**src/rtl/multilane_serializer_pkg.sv**
```systemverilog
`default_nettype none
// +----------------------------------------------------------------------------+
// | serializer_pkg : shared types and parameter helpers for multilane_serializer |
// | Rev 1.0                                                                      |
// +----------------------------------------------------------------------------+
package serializer_pkg;

  typedef enum logic [0:0] {
    IDLE  = 1'b0,
    SHIFT = 1'b1
  } state_t;

  function automatic int calc_bpl(input int data_w, input int lanes);
    return data_w / lanes;
  endfunction

  function automatic bit params_ok(input int data_w, input int lanes, input int ce_div);
    return (lanes > 0) && ((data_w % lanes) == 0) && ((data_w / lanes) >= 2) && (ce_div >= 2);
  endfunction

endpackage
`default_nettype wire

```
**src/rtl/multilane_serializer_if.sv**
```systemverilog
`default_nettype none
// +----------------------------------------------------------------------------+
// | multilane_serializer_if : parallel word valid/ready handshake               |
// | Rev 1.0                                                                      |
// +----------------------------------------------------------------------------+
interface multilane_serializer_if #(
  parameter int DATA_W = 16
);
  logic [DATA_W-1:0] din;
  logic              din_valid;
  logic              din_ready;

  modport master (output din, output din_valid, input  din_ready);
  modport slave  (input  din, input  din_valid, output din_ready);
endinterface
`default_nettype wire

```
**src/rtl/multilane_serializer_ce_prescaler.sv**
```systemverilog
`default_nettype none
// +----------------------------------------------------------------------------+
// | ce_prescaler : one-cycle clock-enable tick every CE_DIV enabled clocks      |
// | Rev 1.0                                                                      |
// +----------------------------------------------------------------------------+
module ce_prescaler #(
  parameter int CE_DIV = 4
) (
  input  logic clk,
  input  logic rst_n,
  input  logic en,
  output logic tick
);
  localparam int                 c_CNT_W = (CE_DIV > 1) ? $clog2(CE_DIV) : 1;
  localparam logic [c_CNT_W-1:0] c_LAST  = c_CNT_W'(CE_DIV - 1);

  logic [c_CNT_W-1:0] r_cnt;
  logic               w_wrap;

  assign w_wrap = (r_cnt == c_LAST);
  assign tick   = w_wrap && en;

  always_ff @(posedge clk or negedge rst_n) begin
    if (!rst_n) begin
      r_cnt <= '0;
    end else if (en) begin
      r_cnt <= w_wrap ? '0 : r_cnt + 1'b1;
    end
  end
endmodule
`default_nettype wire

```
**src/rtl/multilane_serializer.sv**
```systemverilog
`default_nettype none
// +----------------------------------------------------------------------------+
// | multilane_serializer : buffered word in, LANES-wide serial out with framing |
// | Rev 1.0                                                                      |
// +----------------------------------------------------------------------------+
module multilane_serializer
  import serializer_pkg::*;
#(
  parameter int               DATA_W    = 16,
  parameter int               LANES     = 2,
  parameter int               CE_DIV    = 4,
  parameter logic [LANES-1:0] IDLE_PAT  = {LANES{1'b0}},
  parameter bit               MSB_FIRST = 1'b1
) (
  input  logic                    clk,
  input  logic                    rst_n,
  input  logic                    en,
  multilane_serializer_if.slave   bus,
  output logic [LANES-1:0]        ser_out,
  output logic                    frame,
  output logic                    busy,
  output logic                    gap
);
  localparam int                 c_BPL      = calc_bpl(DATA_W, LANES);
  localparam int                 c_BIT_W    = (c_BPL > 1) ? $clog2(c_BPL) : 1;
  localparam logic [c_BIT_W-1:0] c_LAST_BIT = c_BIT_W'(c_BPL - 1);

  if (!params_ok(DATA_W, LANES, CE_DIV)) begin : g_param_check
    $error("multilane_serializer: illegal DATA_W/LANES/CE_DIV combination");
  end

  state_t              r_state;
  logic [DATA_W-1:0]   r_hold;
  logic                r_hold_valid;
  logic [DATA_W-1:0]   r_shift;
  logic [c_BIT_W-1:0]  r_bit_cnt;
  logic [LANES-1:0]    r_ser_out;
  logic                r_frame;
  logic                r_gap;

  logic                w_tick;
  logic                w_accept;
  logic [DATA_W-1:0]   w_shift_nxt;
  logic [LANES-1:0]    w_head_load;
  logic [LANES-1:0]    w_head_shift;

  ce_prescaler #(.CE_DIV(CE_DIV)) u_ce_prescaler (
    .clk   (clk),
    .rst_n (rst_n),
    .en    (en),
    .tick  (w_tick)
  );

  assign w_accept      = bus.din_valid && !r_hold_valid;
  assign bus.din_ready = !r_hold_valid;
  assign ser_out       = r_ser_out;
  assign frame         = r_frame;
  assign gap           = r_gap;
  assign busy          = (r_state == SHIFT) || r_hold_valid;

  // Each lane segment rotates so the next bit lands at the head; the head is
  // what gets registered onto the lane when the slot advances.
  for (genvar l = 0; l < LANES; l++) begin : g_lane
    localparam int c_LO = l * c_BPL;
    localparam int c_HI = c_LO + c_BPL - 1;
    if (MSB_FIRST) begin : g_msb
      assign w_shift_nxt[c_HI:c_LO] = {r_shift[c_HI-1:c_LO], r_shift[c_HI]};
      assign w_head_load[l]         = r_hold[c_HI];
      assign w_head_shift[l]        = r_shift[c_HI-1];
    end else begin : g_lsb
      assign w_shift_nxt[c_HI:c_LO] = {r_shift[c_LO], r_shift[c_HI:c_LO+1]};
      assign w_head_load[l]         = r_hold[c_LO];
      assign w_head_shift[l]        = r_shift[c_LO+1];
    end
  end

  always_ff @(posedge clk or negedge rst_n) begin
    if (!rst_n) begin
      r_state      <= IDLE;
      r_hold       <= '0;
      r_hold_valid <= 1'b0;
      r_shift      <= '0;
      r_bit_cnt    <= '0;
      r_ser_out    <= IDLE_PAT;
      r_frame      <= 1'b0;
      r_gap        <= 1'b0;
    end else begin
      r_gap <= 1'b0;
      // Hold only empties on a tick, which requires hold_valid, so an accept
      // and a load can never land on the same edge.
      if (w_accept) begin
        r_hold       <= bus.din;
        r_hold_valid <= 1'b1;
      end
      if (w_tick) begin
        case (r_state)
          IDLE: begin
            if (r_hold_valid) begin
              r_shift      <= r_hold;
              r_ser_out    <= w_head_load;
              r_hold_valid <= 1'b0;
              r_bit_cnt    <= '0;
              r_frame      <= 1'b1;
              r_state      <= SHIFT;
            end else begin
              r_ser_out <= IDLE_PAT;
            end
          end
          SHIFT: begin
            if (r_bit_cnt != c_LAST_BIT) begin
              r_shift   <= w_shift_nxt;
              r_ser_out <= w_head_shift;
              r_bit_cnt <= r_bit_cnt + 1'b1;
              r_frame   <= 1'b0;
            end else if (r_hold_valid) begin
              r_shift      <= r_hold;
              r_ser_out    <= w_head_load;
              r_hold_valid <= 1'b0;
              r_bit_cnt    <= '0;
              r_frame      <= 1'b1;
            end else begin
              r_ser_out <= IDLE_PAT;
              r_frame   <= 1'b0;
              r_gap     <= 1'b1;
              r_state   <= IDLE;
            end
          end
          default: r_state <= IDLE;
        endcase
      end
    end
  end
endmodule
`default_nettype wire

```
**src/flat_wrapper.sv**
```systemverilog
// flat-port wrapper written by rule: the top's interface ports become plain ports
module multilane_serializer_flat import serializer_pkg::*;
#(
  parameter int               DATA_W    = 16,
  parameter int               LANES     = 2,
  parameter int               CE_DIV    = 4,
  parameter logic [LANES-1:0] IDLE_PAT  = {LANES{1'b0}},
  parameter bit               MSB_FIRST = 1'b1
)
  (clk, rst_n, en, ser_out, frame, busy, gap, bus_din, bus_din_valid, bus_din_ready);
  multilane_serializer_if #(.DATA_W(DATA_W)) bus_i ();
  input  logic clk;
  input  logic rst_n;
  input  logic en;
  output logic [LANES-1:0] ser_out;
  output logic frame;
  output logic busy;
  output logic gap;
  input wire logic [$bits(bus_i.din)-1:0] bus_din;
  input wire logic [$bits(bus_i.din_valid)-1:0] bus_din_valid;
  output wire logic [$bits(bus_i.din_ready)-1:0] bus_din_ready;
  assign bus_i.din = bus_din;
  assign bus_i.din_valid = bus_din_valid;
  assign bus_din_ready = bus_i.din_ready;
  multilane_serializer #(.DATA_W(DATA_W), .LANES(LANES), .CE_DIV(CE_DIV), .IDLE_PAT(IDLE_PAT), .MSB_FIRST(MSB_FIRST)) u_core (.clk(clk), .rst_n(rst_n), .en(en), .bus(bus_i), .ser_out(ser_out), .frame(frame), .busy(busy), .gap(gap));
endmodule
```
**config.mk**
```make
export PLATFORM = sky130hd
export DESIGN_NAME = multilane_serializer_flat
export DESIGN_NICKNAME = d
export VERILOG_FILES = /design/src/rtl/multilane_serializer_pkg.sv /design/src/rtl/multilane_serializer_if.sv /design/src/rtl/multilane_serializer_ce_prescaler.sv /design/src/rtl/multilane_serializer.sv /design/src/flat_wrapper.sv
export SDC_FILE = /design/constraint.sdc
export NUM_CORES = 1
export LEC_CHECK = 0
export ABC_CLOCK_PERIOD_IN_PS = 2500
export BUFFER_PORTS_ARGS = -buffer_cell sky130_fd_sc_hd__buf_2
export CAP_MARGIN = 20
export CORE_MARGIN = 8
export CORE_UTILIZATION = 48
export CTS_CLUSTER_SIZE = 10
export DETAILED_ROUTE_END_ITERATION = 7
export GPL_TIMING_DRIVEN = 0
export PLACE_DENSITY = 0.68
export RECOVER_POWER = 100
export SKIP_LAST_GASP = 1
export SYNTH_ARGS = -nofsm -noshare
export SYNTH_HDL_FRONTEND = slang
export SYNTH_HIERARCHICAL = 1
export SYNTH_SLANG_ARGS = --single-unit
```
**constraint.sdc**
```tcl
create_clock -name clk -period 2.5 [get_ports clk]
set_clock_uncertainty 0.1 [all_clocks]
set_input_delay 0.375 -clock clk [delete_from_list [all_inputs] [get_ports clk]]
set_output_delay 0.375 -clock clk [all_outputs]
set_load 0.02 [all_outputs]
```
==> results of run 1 <==
path summary, 6_finish.rpt:
check	slack (ns)	endpoint	cells after the start	startpoint
setup / recovery	0.34	u_core/r_hold[7]	4	u_core/r_hold_valid
hold / removal	0.16	u_core/u_ce_prescaler/r_cnt[1]	1	rst_n
setup reg to reg	0.34	u_core/r_hold[7]	4	u_core/r_hold_valid
hold reg to reg	0.39	u_core/u_ce_prescaler/r_cnt[0]	1	u_core/u_ce_prescaler/r_cnt[0]
max in group asynchronous	1.49	u_core/ser_out[1]	1	rst_n
min in group clk	0.20	u_core/u_ce_prescaler/r_cnt[0]	2	en
per-stage QoR:
stage	hold WS (ns)	setup slack (ns)	total power, mW
global placement	0.365	0.509	2.30
global route	0.202	0.242	3.01
finish	0.159	0.344	2.81
detailed placement	0.378	0.476	2.38
CTS	0.160	0.451	2.86
floorplan	-0.0206	0.692	2.10
per-layer routing:
metal | vias to the layer above | track usage [%] | share of wire (%)
met1 | 618 | 16.9 | 46
met2 | 23 | 19.9 | 49
li1 | 610 | - | -
met3 | 4 | 3.86 | 4.2
met5 | - | 0 | 0
met4 | 0 | 5.89 | 1.2
cells in the final DEF, fill, tap and decap left out:
master | netlist | final
dfrtp_1 | 43 | 43
buf_2 | 2 | 18
nand2b_1 | 17 | 17
mux2_2 | 16 | 16
mux2i_1 | 16 | 16
clkbuf_1 | 4 | 14
clkbuf_8 | 0 | 7
a2bb2oi_2 | 7 | 7
a2bb2oi_1 | 7 | 7
inv_1 | 4 | 4
nand2_1 | 4 | 4
ha_1 | 4 | 4
nor2b_1 | 3 | 3
o21ai_0 | 3 | 3
a31oi_1 | 3 | 3
a21oi_1 | 3 | 3
clkbuf_2 | 0 | 2
buf_6 | 3 | 2
and3b_1 | 2 | 2
o22ai_1 | 2 | 2
a22o_1 | 2 | 2
nor2_1 | 2 | 2
or2_2 | 1 | 1
nor3b_1 | 1 | 1
a21oi_4 | 1 | 1
and2_1 | 1 | 1
and2_2 | 1 | 1
mux2_1 | 0 | 1
area by class of cell:
cell class | instances | area, sq um | area share [%]
well taps | 50 | 62.6 | 2.74
clock buffers | 8 | 100 | 4.39
inverters | 4 | 15.0 | 0.658
plain buffers | 10 | 53.8 | 2.36
multi-input cells | 97 | 856 | 37.5
flip-flops and latches | 43 | 1080 | 47.2
repair buffers | 25 | 118 | 5.16
logic make-up after synthesis:
kind of cell,count (synthesis)
buffers and inverters,14
adders and majority gates,4
AOI/OAI and AO/OA,28
muxes,33
DFF,43
and+or+nand+nor,32
where the power goes:
part | leakage [nW] | internal [mW] | switching, mW
registers | 0.488 | 1.02 | 0.192
logic | 0.446 | 0.586 | 0.529
clock network | 0.0515 | 0.252 | 0.227
total | 0.986 | 1.86 | 0.949
sequential cells by signal, indices dropped and copies added (netlist names):
signal / cells
u_core/gap: 1
u_core/r_bit_cnt: 3
u_core/ser_out: 2
u_core/r_hold: 16
u_core/frame: 1
u_core/r_hold_valid: 1
u_core/r_shift: 16
u_core/u_ce_prescaler/r_cnt: 2
u_core/r_state: 1
==> out/results.txt, run 1 <==
outcome = complete, no violations
sequential share of the synthesized area = 53.4%
CP top delay family = buffers and inverters
final core utilization = 56.6%
Mapped Cells = 154
CTS buffer count = 5
setup TNS = 0 ns
clock tree sinks = 43
Synth Area in Simple Gates = 9.57%
max-cap check violation count = 0
Initial Util = 50.0%
Post-synth EDFFs = 0
final instance area = 0.00228 sq mm
CTS resizes = 0
first-pass GRT wire length = 6600 um
Post-synth top flop = dfrtp_1
First-pass DRT Iterations = 4
Avg Vias per Cell = 5.30
RSZ-0062 raised after global routing = no
synthesized netlist net count = 178
initial antenna violation count = 0
worst path cell trace = nor2b_1 -> clkbuf_1 -> clkbuf_1 -> mux2_2
CP max stage delay = 0.51 ns
die height = 80.8 um
Post-synth top cells = dfrtp_1 (43), nand2b_1 (17), mux2_2 (16), mux2i_1 (16)
multiplexer share of the synthesized area = 17.7%
worst slew pin tran = 1.05 ns
area of the core = 0.00403 sq mm
layout cell share with drive strength beyond 1 = 29.4%
placed insts = 229
Power Dens Cells = 1230 mW/mm^2
DRT iter0 DRCs = 71
Vias = 1255
Worst Hold Class = in -> async
most common cell in the netlist = dfrtp_1
crit path max fanout = 10
placed cell area = 0.00220 sq mm
worst vdd ir = 593 uV
Critical Path RT = 2.58 ns
Synth area leader = dfrtp_1
Hold Vio Cnt, Final = 0
compound-gate portion of the synthesized area = 13.0%
row cnt = 23
Area Growth Syn to Fin = 13.3%
Final Cycle Share = 86.2%
die area = 0.00652 sq mm
count of pins over their slew limit = 0
average wire per standard cell = 16.4 um
GRT Total Usage = 13.1%
Avg Inst Size Synth = 13.1 sq um
fmax = 464 MHz
DRC = 0
largest net degree at the start of global routing = 44
adder-cell share of the synthesized area = 2.49%
post-CTS setup buffer count = 0
CP Data Arrival Time = 2.23 ns
final net count = 210
final wirelength = 3880 um
Bufs on Longest Clock Path = 2
Pleak = 0.986 nW
CP startpoint kind = flip-flop
Fillers = 345
top cell type's share of synthesized area = 53.4%
Worst path most repeated cell = clkbuf_1
DPL Wire Length = 2710 um
synthesis warning total = 6
post-synthesis xor/xnor area fraction = 0%
TritonCTS clock tree = yes
normalized max-slew margin = 29.7%
#FFs+latches synth = 43
clock root buffer = clkbuf_8
Die X = 80.8 um
clk slew on worst S/H paths = 0.08 ns
# diodes = 0
largest family of logic cells by synthesized area = multiplexers
vias in the first global route = 1374
critical path class = reg -> reg
Distinct cells, synth = 27
Non-Filler Instances = 237
RePlAce Congestion = 0.738
Crit. End Element = flip-flop
dominant cells by area after synthesis = dfrtp_1 (53%), mux2_2 (8.9%), mux2i_1 (8.0%)
crit path time final = 2.16 ns
Critical path buffers and inverters = 2
remaining antenna violation count = 0
Post-Synthesis Cell Area = 0.00201 sq mm
number of port buffers = 25
Setup-failing EPs final = 0
Ports = 26
Async SR Flop Fraction = 100%
hold buffer count at CTS = 0
H-tree depth = 2
grt ovf = 0
slowest cell on the critical path = clkbuf_1
latest clock arrival within the worst-skew pair = 0.29 ns
Power figures use the tool's default switching activity.
==> run 2: changes to the inputs <==
--- a/config.mk
+++ b/config.mk
@@ -5,6 +5,7 @@
 export SDC_FILE = /design/constraint.sdc
 export NUM_CORES = 1
 export LEC_CHECK = 0
+export ABC_AREA = 1
 export ABC_CLOCK_PERIOD_IN_PS = 2500
 export BUFFER_PORTS_ARGS = -buffer_cell sky130_fd_sc_hd__buf_2
 export CAP_MARGIN = 20
==> out/results.txt, run 2 <==
Post-synth top cells = nand2_1 (47), dfrtp_1 (43), nor2_1 (41)
Avg Vias per Cell = 4.97 (-6.2%)
First-pass DRT Iterations = 4 (unchanged)
hold buffer count at CTS = 0 (unchanged)
RR Startpoint = u_core/r_bit_cnt[0]
Worst Hold Class = in -> async
vias in the first global route = 1602 (+17%)
Initial Util = 50.2% (+0.23 points)
clock root buffer = clkbuf_8
most frequent cells in the layout = nand2_1 (50), dfrtp_1 (43), nor2_1 (41)
Area Growth Syn to Fin = 13.9%
first-pass GRT wire length = 7150 um (+8.4%)
area of the core = 0.00406 sq mm (+0.71%)
Final Cycle Share = 78.1% (-8.1 points)
CP Data Arrival Time = 2.09 ns (-0.14 ns)
RePlAce Congestion = 0.758 (+2.7%)
die height = 81.1 um (+0.48%)
FF/Latch Area = 0.00108 sq mm (unchanged)
Hold Vio Cnt, Final = 0 (unchanged)
#FFs+latches synth = 43 (unchanged)
largest net degree at the start of global routing = 44 (unchanged)
Power Dens Cells = 1090 mW/mm^2 (-11%)
critical path class = reg -> reg
Pleak = 1.28 nW (+30%)
max-cap check violation count = 0 (unchanged)
Vias = 1629 (+30%)
DRT iter0 DRCs = 91 (+28%)
Bufs on Longest Clock Path = 2 (unchanged)
Placement Setup Slack = 0.707 ns (+0.231 ns)
crit path time final = 1.95 ns (-0.203 ns)
initial antenna violation count = 0 (unchanged)
remaining antenna violation count = 0 (unchanged)
Avg Inst Size Synth = 8.28 sq um (-37%)
Largest regs = u_core/r_hold (16), u_core/r_shift (16), u_core/r_bit_cnt (3)
CP max stage delay = 0.41 ns (-0.10 ns)
H-tree depth = 2 (unchanged)
placed cell area = 0.00222 sq mm (+0.85%)
DPL Wire Length = 2930 um (+7.9%)
FF-to-FF path depth = 8 (+4)
Mapped Cells = 246 (+60%)
crit path max fanout = 10 (unchanged)
area occupied by multi-input gates = 741 sq um (-13%)
final net count = 301 (+43%)
slowest cell on the critical path = dfrtp_1
TritonCTS clock tree = yes
Post-Synthesis Cell Area = 0.00204 sq mm (+1.2%)
latest clock arrival within the worst-skew pair = 0.29 ns (about the same)
RSZ-0062 raised after global routing = no
Async SR Flop Fraction = 100% (unchanged)
setup TNS = 0 ns (unchanged)
Setup-failing EPs final = 0 (unchanged)
average wire per standard cell = 12.4 um (-24%)
count of pins over their slew limit = 0 (unchanged)
Crit. End Element = flip-flop
die area = 0.00658 sq mm (+0.96%)
Distinct cells, synth = 22 (-19%)
Post-synth top flop = dfrtp_1
Post-synth EDFFs = 0 (unchanged)
worst vdd ir = 503 uV (-15%)
Critical Path RT = 2.64 ns (+0.06 ns)
grt ovf = 0 (unchanged)
Ports = 26 (unchanged)
worst slew pin tran = 1.04 ns (-0.0108 ns)
synthesis warning total = 6 (unchanged)
placed insts = 320 (+40%)
synthesized netlist net count = 270 (+52%)
dominant cells by area after synthesis = dfrtp_1 (53%), nand3_1 (8.8%), nand2_1 (8.7%)
final instance area = 0.00232 sq mm (+1.7%)
final wirelength = 4080 um (+5.0%)
Synth area leader = dfrtp_1
Fillers = 373 (+8.1%)
outcome = complete, no violations
CTS buffer count = 5 (unchanged)
CTS resizes = 0 (unchanged)
worst setup margin = 0.547 ns (+0.203 ns)
FF-to-FF setup slack = 0.55 ns (+0.20 ns)
most common cell after layout, fill and taps aside = nand2_1
most common cell in the netlist = nand2_1
Non-Filler Instances = 328 (+38%)
post-CTS setup buffer count = 0 (unchanged)
sequential share of the synthesized area = 52.8% (-0.62 points)
clk slew on worst S/H paths = 0.08 ns (about the same)
row cnt = 23 (unchanged)
Die X = 81.1 um (+0.48%)
clock tree sinks = 43 (unchanged)
final core utilization = 57.2% (+0.55 points)
R2R Path End = u_core/r_shift[15]
DRC = 0 (unchanged)
# diodes = 0 (unchanged)
fmax = 512 MHz (+10%)
CP startpoint kind = flip-flop
normalized max-slew margin = 30.4% (+0.72 points)
worst path cell trace = ha_1 -> ha_1 -> inv_1 -> nand3_1 -> nand2_1 -> buf_6 -> nand3_1 -> nand2_1
GRT Total Usage = 13.9% (+0.77 points)
top cell type's share of synthesized area = 52.8% (-0.62 points)
layout cell share with drive strength beyond 1 = 12.9% (-16 points)
number of port buffers = 24 (-4.0%)
run 2: cell types whose count changed in the layout (fill, tap and decap cells not counted), moves of 16 or more:
| cell | previous run | this run |
|---|---|---|
| mux2i_1 | 16 | 0 |
| nand3_1 | 0 | 37 |
| nand2_1 | 4 | 50 |
| nand2b_1 | 17 | 0 |
| mux2_2 | 16 | 0 |
| inv_1 | 4 | 32 |
| nor2_1 | 2 | 41 |
run 2: worst max path at each step:
stage,startpoint,to,slack [ns],cells after the start
after floorplan,u_core/r_bit_cnt[0],u_core/ser_out[0],0.90,7
after global placement,u_core/r_bit_cnt[0],u_core/ser_out[0],0.73,7
after detailed placement,u_core/r_bit_cnt[0],u_core/ser_out[0],0.71,7
after CTS,u_core/r_bit_cnt[0],u_core/ser_out[0],0.69,7
after global routing,u_core/r_bit_cnt[0],u_core/ser_out[1],0.40,8
final,u_core/r_bit_cnt[0],u_core/r_shift[15],0.55,8
run 2: metrics by stage:
stage | power [mW] | hold WS [ns]
floorplan | 1.71 | -0.0206
global placement | 1.91 | 0.348
detailed placement | 1.94 | 0.351
CTS | 2.58 | 0.154
global route | 2.74 | 0.216
finish | 2.54 | 0.150
run 2: logic make-up (layout without fill, tap and decap cells):
family,Yosys count,in the layout,share of synthesized area (%)
AND/OR/NAND/NOR,137,137,30.3
flip-flops,43,43,52.8
buffers and inverters,44,76,9.70
adder cells (fa/ha/maj),4,4,2.46
AO/OA/AOI/OAI,18,18,4.67
run 2: metal layers:
layer | up-vias | part of all wire [%] | track usage [%]
met5 | - | 0 | 0
met4 | 0 | 1.7 | 5.89
met3 | 6 | 3.4 | 2.21
met2 | 30 | 45 | 21.4
met1 | 761 | 50 | 18.9
li1 | 832 | - | -
run 2: critical path, delay by kind of cell (launching register included):
family / cells / cell delay [ns]
adder cells (fa/ha/maj): 2 / 0.46
buffers and inverters: 2 / 0.29
flip-flops: 1 / 0.41
AND/OR/NAND/NOR: 4 / 0.63
run 2: layout make-up:
class / instances / area share, %
flip-flops and latches: 43 / 46.4
multi-input cells: 159 / 31.9
inverters: 35 / 5.77
repair buffers: 24 / 4.85
clock buffers: 5 / 2.97
clock inverters: 3 / 2.91
well taps: 50 / 2.70
plain buffers: 9 / 2.48
run 2: power by group:
| part | internal, mW | total, mW | leakage (nW) | switching [mW] |
|---|---|---|---|---|
| Clock | 0.398 | 0.639 | 0.0644 | 0.241 |
| Combinational | 0.280 | 0.780 | 0.745 | 0.499 |
| Sequential | 0.978 | 1.12 | 0.475 | 0.139 |
| Total | 1.66 | 2.54 | 1.28 | 0.879 |
